[src/rtl/radix2ifft4_stream.sv]
`default_nettype none
// ============================================================================
//  Module      : radix2ifft4_stream
//  Description : Streaming 4-point radix-2 inverse DFT with 1/N scaling.
//                Takes four complex frequency bins X[0..3] one per handshake,
//                runs two registered butterfly stages, then emits the four
//                time-domain samples x[0..3] one per handshake. Only one
//                frame is held at a time.
//  Revision    : 1.0 - initial release
// ----------------------------------------------------------------------------
//  Ports
//    clk        in   1      rising-edge clock
//    rst_n      in   1      synchronous active-low reset
//    in_valid   in   1      input bin valid
//    in_ready   out  1      block can accept a bin (LOAD state)
//    in_re      in   WIDTH  bin real part, signed
//    in_im      in   WIDTH  bin imag part, signed
//    out_valid  out  1      output sample valid (DRAIN state)
//    out_ready  in   1      downstream accepts sample
//    out_re     out  WIDTH  sample real part, signed
//    out_im     out  WIDTH  sample imag part, signed
//    out_idx    out  2      time index n of the presented sample
//    out_last   out  1      high with sample n=3
// ============================================================================
module radix2ifft4_stream #(
    parameter int WIDTH = 8
) (
    input  logic             clk,
    input  logic             rst_n,
    input  logic             in_valid,
    output logic             in_ready,
    input  logic [WIDTH-1:0] in_re,
    input  logic [WIDTH-1:0] in_im,
    output logic             out_valid,
    input  logic             out_ready,
    output logic [WIDTH-1:0] out_re,
    output logic [WIDTH-1:0] out_im,
    output logic [1:0]       out_idx,
    output logic             out_last
);

    localparam logic [1:0] c_st_load  = 2'd0;
    localparam logic [1:0] c_st_bf1   = 2'd1;
    localparam logic [1:0] c_st_bf2   = 2'd2;
    localparam logic [1:0] c_st_drain = 2'd3;

    // Sign-extension helpers for the growing butterfly widths.
    function automatic logic [WIDTH:0] sx1(input logic [WIDTH-1:0] v);
        return {v[WIDTH-1], v};
    endfunction

    function automatic logic [WIDTH+1:0] sx2(input logic [WIDTH:0] v);
        return {v[WIDTH], v};
    endfunction

    logic [1:0]       r_state;
    logic [1:0]       w_state_next;
    logic [1:0]       r_load_cnt;
    logic [1:0]       r_out_idx;
    logic             w_in_fire;
    logic             w_out_fire;

    logic [WIDTH-1:0] r_x_re [4];
    logic [WIDTH-1:0] r_x_im [4];

    logic [WIDTH:0]   w_a0_re, w_a0_im, w_a1_re, w_a1_im;
    logic [WIDTH:0]   w_b0_re, w_b0_im, w_d_re, w_d_im;
    logic [WIDTH:0]   r_a0_re, r_a0_im, r_a1_re, r_a1_im;
    logic [WIDTH:0]   r_b0_re, r_b0_im, r_b1_re, r_b1_im;

    logic [WIDTH+1:0] w_s_re [4];
    logic [WIDTH+1:0] w_s_im [4];
    logic [WIDTH-1:0] r_y_re [4];
    logic [WIDTH-1:0] r_y_im [4];
    logic             w_unused_lsbs;

    // ------------------------------------------------------------------
    // Control FSM
    // ------------------------------------------------------------------
    always_ff @(posedge clk) begin
        if (!rst_n) begin
            r_state <= c_st_load;
        end else begin
            r_state <= w_state_next;
        end
    end

    // Handshake terms are built from the state directly rather than from
    // in_ready/out_valid so the next-state block has no self-dependence.
    always_comb begin
        w_state_next = r_state;
        in_ready     = 1'b0;
        out_valid    = 1'b0;
        case (r_state)
            c_st_load: begin
                in_ready = 1'b1;
                if (in_valid && (r_load_cnt == 2'd3)) begin
                    w_state_next = c_st_bf1;
                end
            end
            c_st_bf1: begin
                w_state_next = c_st_bf2;
            end
            c_st_bf2: begin
                w_state_next = c_st_drain;
            end
            c_st_drain: begin
                out_valid = 1'b1;
                if (out_ready && (r_out_idx == 2'd3)) begin
                    w_state_next = c_st_load;
                end
            end
            default: begin
                w_state_next = c_st_load;
            end
        endcase
    end

    assign w_in_fire  = in_valid  && (r_state == c_st_load);
    assign w_out_fire = out_ready && (r_state == c_st_drain);

    // Both counters wrap naturally from 3 to 0, so the 4th accept and the
    // last drained sample leave them ready for the next frame.
    always_ff @(posedge clk) begin
        if (!rst_n) begin
            r_load_cnt <= 2'd0;
            r_out_idx  <= 2'd0;
        end else begin
            if (w_in_fire) begin
                r_load_cnt <= r_load_cnt + 2'd1;
            end
            if (w_out_fire) begin
                r_out_idx <= r_out_idx + 2'd1;
            end
        end
    end

    // ------------------------------------------------------------------
    // Datapath
    // ------------------------------------------------------------------
    always_ff @(posedge clk) begin
        if (w_in_fire) begin
            r_x_re[r_load_cnt] <= in_re;
            r_x_im[r_load_cnt] <= in_im;
        end
    end

    // Stage 1: pair bins 0/2 and 1/3.
    assign w_a0_re = sx1(r_x_re[0]) + sx1(r_x_re[2]);
    assign w_a0_im = sx1(r_x_im[0]) + sx1(r_x_im[2]);
    assign w_a1_re = sx1(r_x_re[0]) - sx1(r_x_re[2]);
    assign w_a1_im = sx1(r_x_im[0]) - sx1(r_x_im[2]);
    assign w_b0_re = sx1(r_x_re[1]) + sx1(r_x_re[3]);
    assign w_b0_im = sx1(r_x_im[1]) + sx1(r_x_im[3]);
    assign w_d_re  = sx1(r_x_re[1]) - sx1(r_x_re[3]);
    assign w_d_im  = sx1(r_x_im[1]) - sx1(r_x_im[3]);

    // Inverse transform twiddle is +j: j*(re + j*im) = -im + j*re.
    // The negation cannot overflow since |D| <= 2^WIDTH - 1.
    always_ff @(posedge clk) begin
        if (r_state == c_st_bf1) begin
            r_a0_re <= w_a0_re;
            r_a0_im <= w_a0_im;
            r_a1_re <= w_a1_re;
            r_a1_im <= w_a1_im;
            r_b0_re <= w_b0_re;
            r_b0_im <= w_b0_im;
            r_b1_re <= -w_d_im;
            r_b1_im <= w_d_re;
        end
    end

    // Stage 2 at full WIDTH+2 precision.
    assign w_s_re[0] = sx2(r_a0_re) + sx2(r_b0_re);
    assign w_s_im[0] = sx2(r_a0_im) + sx2(r_b0_im);
    assign w_s_re[1] = sx2(r_a1_re) + sx2(r_b1_re);
    assign w_s_im[1] = sx2(r_a1_im) + sx2(r_b1_im);
    assign w_s_re[2] = sx2(r_a0_re) - sx2(r_b0_re);
    assign w_s_im[2] = sx2(r_a0_im) - sx2(r_b0_im);
    assign w_s_re[3] = sx2(r_a1_re) - sx2(r_b1_re);
    assign w_s_im[3] = sx2(r_a1_im) - sx2(r_b1_im);

    // Dropping the two LSBs is an arithmetic >>>2 (floor), and the 1/4
    // scaled result always fits in WIDTH bits so the top is discarded.
    always_ff @(posedge clk) begin
        if (!rst_n) begin
            for (int i = 0; i < 4; i++) begin
                r_y_re[i] <= '0;
                r_y_im[i] <= '0;
            end
        end else if (r_state == c_st_bf2) begin
            for (int i = 0; i < 4; i++) begin
                r_y_re[i] <= w_s_re[i][WIDTH+1:2];
                r_y_im[i] <= w_s_im[i][WIDTH+1:2];
            end
        end
    end

    assign w_unused_lsbs = ^{w_s_re[0][1:0], w_s_re[1][1:0], w_s_re[2][1:0], w_s_re[3][1:0],
                             w_s_im[0][1:0], w_s_im[1][1:0], w_s_im[2][1:0], w_s_im[3][1:0]};

    // Sample data is forced to zero whenever nothing is being presented.
    assign out_re   = out_valid ? r_y_re[r_out_idx] : '0;
    assign out_im   = out_valid ? r_y_im[r_out_idx] : '0;
    assign out_idx  = r_out_idx;
    assign out_last = out_valid && (r_out_idx == 2'd3);

endmodule
`default_nettype wire

[config.mk]
export PLATFORM = sky130hd
export DESIGN_NAME = radix2ifft4_stream
export DESIGN_NICKNAME = d
export VERILOG_FILES = /design/src/rtl/radix2ifft4_stream.sv
export SDC_FILE = /design/constraint.sdc
export NUM_CORES = 1
export LEC_CHECK = 0
export ABC_AREA = 1
export CORE_MARGIN = 2
export CORE_UTILIZATION = 40
export CTS_CLUSTER_SIZE = 20
export DETAILED_ROUTE_END_ITERATION = 12
export GPL_ROUTABILITY_DRIVEN = 0
export GPL_TIMING_DRIVEN = 0
export SLEW_MARGIN = 20
export SYNTH_ARGS = -nofsm -noshare
export SYNTH_HDL_FRONTEND = slang
export SYNTH_SLANG_ARGS = --single-unit
export TNS_END_PERCENT = 50
[constraint.sdc]
create_clock -name clk -period 2.5 [get_ports clk]
set_clock_uncertainty 0.1 [all_clocks]
set_input_delay 0.25 -clock clk [delete_from_list [all_inputs] [get_ports clk]]
set_output_delay 0.25 -clock clk [all_outputs]
set_load 0.1 [all_outputs]
=== Word level (Yosys, flattened, before mapping) ===
Memories as Yosys holds them, arrays and structs flattened. A register that Yosys moved wholly into a read port is not among the register bits.
Index checks and enable logic that the tools add are counted.

* Eq/ne operators: 7
* Muxes and demuxes: 25
* Bitwise gates (word level): 8
* Reduce and logical (&&, ||, !) cells: 7
* Add/subtract/negate cells: 19

{| class="wikitable"
|+ Operators by type and width
! kind !! number
|-
| 2-to-1 mux 8 bit || 10
|-
| adder 9 x 9 -> 10 bit || 4
|-
| subtractor 9 x 9 -> 10 bit || 4
|-
| adder 8 x 8 -> 9 bit || 4
|-
| subtractor 8 x 8 -> 9 bit || 4
|-
| 2-to-1 mux 2 bit || 6
|-
| negator 9 bit || 1
|-
| equality test 2 bit, second input constant || 4
|-
| 2-to-1 mux 1 bit || 8
|-
| OR 1 bit || 8
|-
| one-hot mux 2 bit (4 select lines) || 1
|-
| logical AND 1 bit || 5
|-
| adder 2 x 1 -> 2 bit, second input constant || 2
|-
| != test 2 bit, second input constant || 2
|-
| equality test 2 x 1 -> 1 bit, second input constant || 1
|-
| logical NOT 2 bit || 1
|-
| AND reduction 2 bit || 1
|}

* Memories kept: 4
* Word-level logic and storage cells: 81
* Register bits: 78
* Input bits: 20
* RAM bits: 128

{| class="wikitable"
|+ Memory list
! name !! depth !! bits a word !! read ports !! clocked after memory_dff !! write ports !! RTL line !! text
|-
| r_x_im || 4 || 8 || 4 || 0 || 1 || 64 || <nowiki>logic [WIDTH-1:0] r_x_im [4];</nowiki>
|-
| r_x_re || 4 || 8 || 4 || 0 || 1 || 63 || <nowiki>logic [WIDTH-1:0] r_x_re [4];</nowiki>
|-
| r_y_im || 4 || 8 || 1 || 1 || 4 || 74 || <nowiki>logic [WIDTH-1:0] r_y_im [4];</nowiki>
|-
| r_y_re || 4 || 8 || 1 || 1 || 4 || 73 || <nowiki>logic [WIDTH-1:0] r_y_re [4];</nowiki>
|}

=== Logic depth before layout (Yosys ltp) ===
* Depth in word-level cells: 5
* Mapped depth: 12
* Gate-level depth less buffers: 11

=== Worst setup path before layout ===
No wires, ideal clock.

* Path type: register -> output
* From: register r_state[0]
* To: output out_im[0]
* Arrival: 3.208 ns
* Stages on the path, launching flop included: 5
* Path slack: -1.058 ns
* Buffers on the path: 1
* Required time: 2.150 ns
* Cell sequence: dfxtp_1 ha_1 inv_1 clkbuf_1 a21oi_1

* Word-level cells in the longest chain between the ends: 3

{| class="wikitable"
|+ RTL lines
! element !! RTL line !! text
|-
| start: declaration || 56 || <nowiki>logic [1:0] r_state;</nowiki>
|-
| start signal: assignment || 82 || <nowiki>r_state <= c_st_load;</nowiki>
|-
| start signal: assignment || 84 || <nowiki>r_state <= w_state_next;</nowiki>
|-
| equality test 2 bit || 94 || <nowiki>case (r_state)</nowiki>
|-
| 2-to-1 mux 1 bit || 94 ||
|-
| named net out_valid || 34 || <nowiki>output logic out_valid,</nowiki>
|-
| 2-to-1 mux 8 bit || 204 || <nowiki>assign out_im = out_valid ? r_y_im[r_out_idx] : '0;</nowiki>
|-
| end: declaration || 37 || <nowiki>output logic [WIDTH-1:0] out_im,</nowiki>
|}

The timed path passes the listed nets, and every way through them passes these cells.

==> results.yml <==
pwr:
  comb_power_share_pct: 43.3
  switchingPower_mw: 6.211
  p_per_area_nw_per_um2: 1001
  p_seq_share_pct: 34.7
  p_clk_share_pct: 21.9
  irDropWorstVdd_mv: 0.4657
  power.leakage_nw: 6.850
  p_sw_share_pct: 40.27
  total_power_mw: 15.42
  p_int_mw: 9.213
placement:
  dp.cells: 1995
  port_buffers: 40
  place_area_um2: 14620
  hpwl_um: 23450
die:
  chipHeight_um: 187.3
  num_rows: 67
  dieArea_um2: 35090
  ios: 41
  coreArea_um2: 33280
  start_util_pct: 40.40
  die_w_um: 187.3
drt:
  wl_per_cell_um: 14.52
  drc: 0
  vias: 9831
  ant_nets: 0
  drtIter0Drc: 712
  drt-total-wl_um: 29540
  drtPass1Iterations: 5
  vias_per_cell: 4.833
setup_path:
  critPathLaunchType: "flip-flop"
  cp_slowest_cell: "dfxtp_1"
  worstPathMaxFanout: 10
  cp.required_ps: 2150
  worstReg2RegStart: "r_state[0]"
  arrival_ps: 2050
  reg2reg_to: "r_x_im[1][7]"
  slowest_delay_ps: 370
  rrSetupSlack_ps: 280
  r2r.worst_path.cells: 4
  setup.worst_path.class: "flip-flop to output pin"
  cp-end-kind: "output pin"
  crit_chain: "clkbuf_4, inv_2, buf_2, nor2_1, o21ai_1, a21oi_4, buf_8"
timing:
  worstMarginPinSlew_ps: 965.3
  fmax_mhz: 417.2
  setup_viol: 0
  slew-limit-headroom_pct: 35.45
  period_needed_ps: 2397
  fin_crit_sh_pct: 95.89
  hold_viol_final: 0
  maxSlewViolCount: 0
final_layout:
  drive_above_1_share_pct: 13.62
  syn_to_final_growth_pct: 14.57
  final_common_cell: "nand2_1"
  multi_input_area_um2: 6462
  utilization_pct: 46.28
  num-nets-final: 1736
  final-seq-area_um2: 6046
  n_antenna_cell: 0
  layout_common_cells: "nand2_1, edfxtp_1, inv_1"
  finalNonFillerCells: 2034
  n_fill_cell: 3173
  finalInstanceArea_um2: 15400
global_route:
  grt_pass1_wl_um: 48070
  grt_remaining_overflow: 0
  antenna_found_initial: 0
  grt_pass1_vias: 9326
  grtUsageTotal_pct: 17.04
  grt_start_max_net_pins: 65
logic_synthesis:
  async_flop_share_pct: 0
  yosysWarnings: 0
  synth_area_um2: 13440
  synth_top_area_cell: "edfxtp_1"
  ys_ff_latch: 204
  synthAdderAreaFrac_pct: 13.94
  synth_edf_count: 196
  yosysTopAreaCellShare_pct: 43.78
  synth_cell_type_count: 41
  syn_avg_cell_area_um2: 8.933
  syn_nets: 1670
  synthTopCellsByArea: "edfxtp_1, ha_1, nand2_1"
  synth_compound_area_share_pct: 11.45
  synth_top_family_by_area: "simple AND/OR/NAND/NOR gates"
  synth-xor-area-share_pct: 2.932
  netlist_instances: 1505
  synth-seq-area-share_pct: 44.97
  yosys.area_share.simple_pct: 18.37
  synthMuxAreaShare_pct: 0
  synth_flop_cell: "edfxtp_1"
outcome:
  outcome: "finished, final reports clean"
clocking:
  cts_max_level: 1
  clock_sinks: 204
  post_cts_buffers: 0
  cts_buffers: 22
  cts_hold_buf: 0
  clock_latency_ps: 510
  cts_tree: "yes"
  cts_max_path_buffers: 3
  clock-root-buffer: "clkbuf_16"
  path_clk_slew_ps: 60
hold_path:
  holdPathEnd: "r_x_im[1][4]"
  min_from: "in_im[4]"
  min_path_cells: 1
  min_path_type: "input pin to flip-flop"
run:
  maxCapViolCount: 0
synthesized netlist by cell type (9+ instances only):
cell / count
a21oi_1: 128
buf_2: 29
buf_4: 9
edfxtp_1: 196
ha_1: 137
inv_1: 186
inv_2: 34
nand2_1: 265
nand2_2: 27
nand3_1: 53
nand4_1: 19
nor2_1: 184
nor3_1: 18
o21a_1: 14
o21ai_0: 42
o21ai_1: 20
o21bai_1: 10
xor2_1: 37
worst max path at each step:
stage | from | to | slack (ps) | depth (start not counted)
floorplan | r_state[0] | out_im[0] | 20 | 4
global placement | r_state[0] | out_re[4] | -660 | 5
detailed placement | r_state[0] | out_re[4] | -730 | 5
CTS | flip-flop | out_re[3] | -40 | 7
global route | flip-flop | out_re[3] | -0.9 | 7
finish | flip-flop | out_im[6] | 100 | 7
what timing repair did:
action | CTS | global route
cloned | 0 | 0
setup endpoints to repair | 19 | 27
gates resized for setup | 103 | 25
power by group through the flow:
stage / combinational, mW / clock, mW / sequential [mW]
final: 6.68 / 3.38 / 5.36
after global routing: 7.58 / 3.59 / 5.46
after CTS: 6.65 / 3.46 / 5.38
after detailed placement: 6.62 / 0 / 5.45
after global placement: 6.49 / 0 / 5.45
after floorplan: 5.14 / 0 / 5.26
metal layers:
| layer | track usage, % | up-vias | wire [um] |
|---|---|---|---|
| met4 | 3.968 | 0 | 565 |
| met3 | 1.839 | 42 | 1161 |
| li1 | - | 5108 | - |
| met5 | 0 | - | 0 |
| met2 | 27.71 | 178 | 13330 |
| met1 | 24.46 | 4503 | 14480 |
final cells by class:
| type | instances | area share [%] |
|---|---|---|
| Tap cell | 448 | 3.639 |
| Sequential cell | 204 | 39.25 |
| Clock buffer | 31 | 3.931 |
| Buffer | 49 | 2.023 |
| Clock inverter | 8 | 0.9260 |
| Multi-Input combinational cell | 1032 | 41.95 |
| Timing Repair Buffer | 42 | 2.916 |
| Inverter | 220 | 5.361 |
cells by family after synthesis:
kind of cell    Yosys count
compound gates          260
xor+xnor                 45
fa+ha+maj               145
buf+inv                 269
flops                   204
simple gates            582
per-stage QoR:
step           setup slack [ps]  TNS, ps  hold slack, ps
4_1_cts                  -38.00   -38.00           273.1
3_3_place_gp             -660.7   -17670           398.8
2_1_floorplan             19.81        0           248.9
5_1_grt                 -0.8826  -0.8826           304.9
3_5_place_dp             -730.4    -8349           408.1
6_report                  102.8        0           288.0
sequential cells by signal, indices dropped and copies added (netlist names), named ones only:
name	flops
r_a1_im	9
r_b1_re	8
r_load_cnt	2
r_y_im	32
r_a0_im	8
r_y_re	32
r_state	2
r_x_re	32
r_x_im	32
r_a1_re	8
r_a0_re	9
r_b0_re	9
out_idx	2
r_b1_im	8
r_b0_im	9
critical path: cells and delay by family (launching register included):
family | cells | cell delay (ps)
buffers and inverters | 4 | 700
flip-flops | 1 | 370
AO/OA/AOI/OAI | 2 | 290
AND/OR/NAND/NOR | 1 | 180
(Power assumes the default switching activity.)
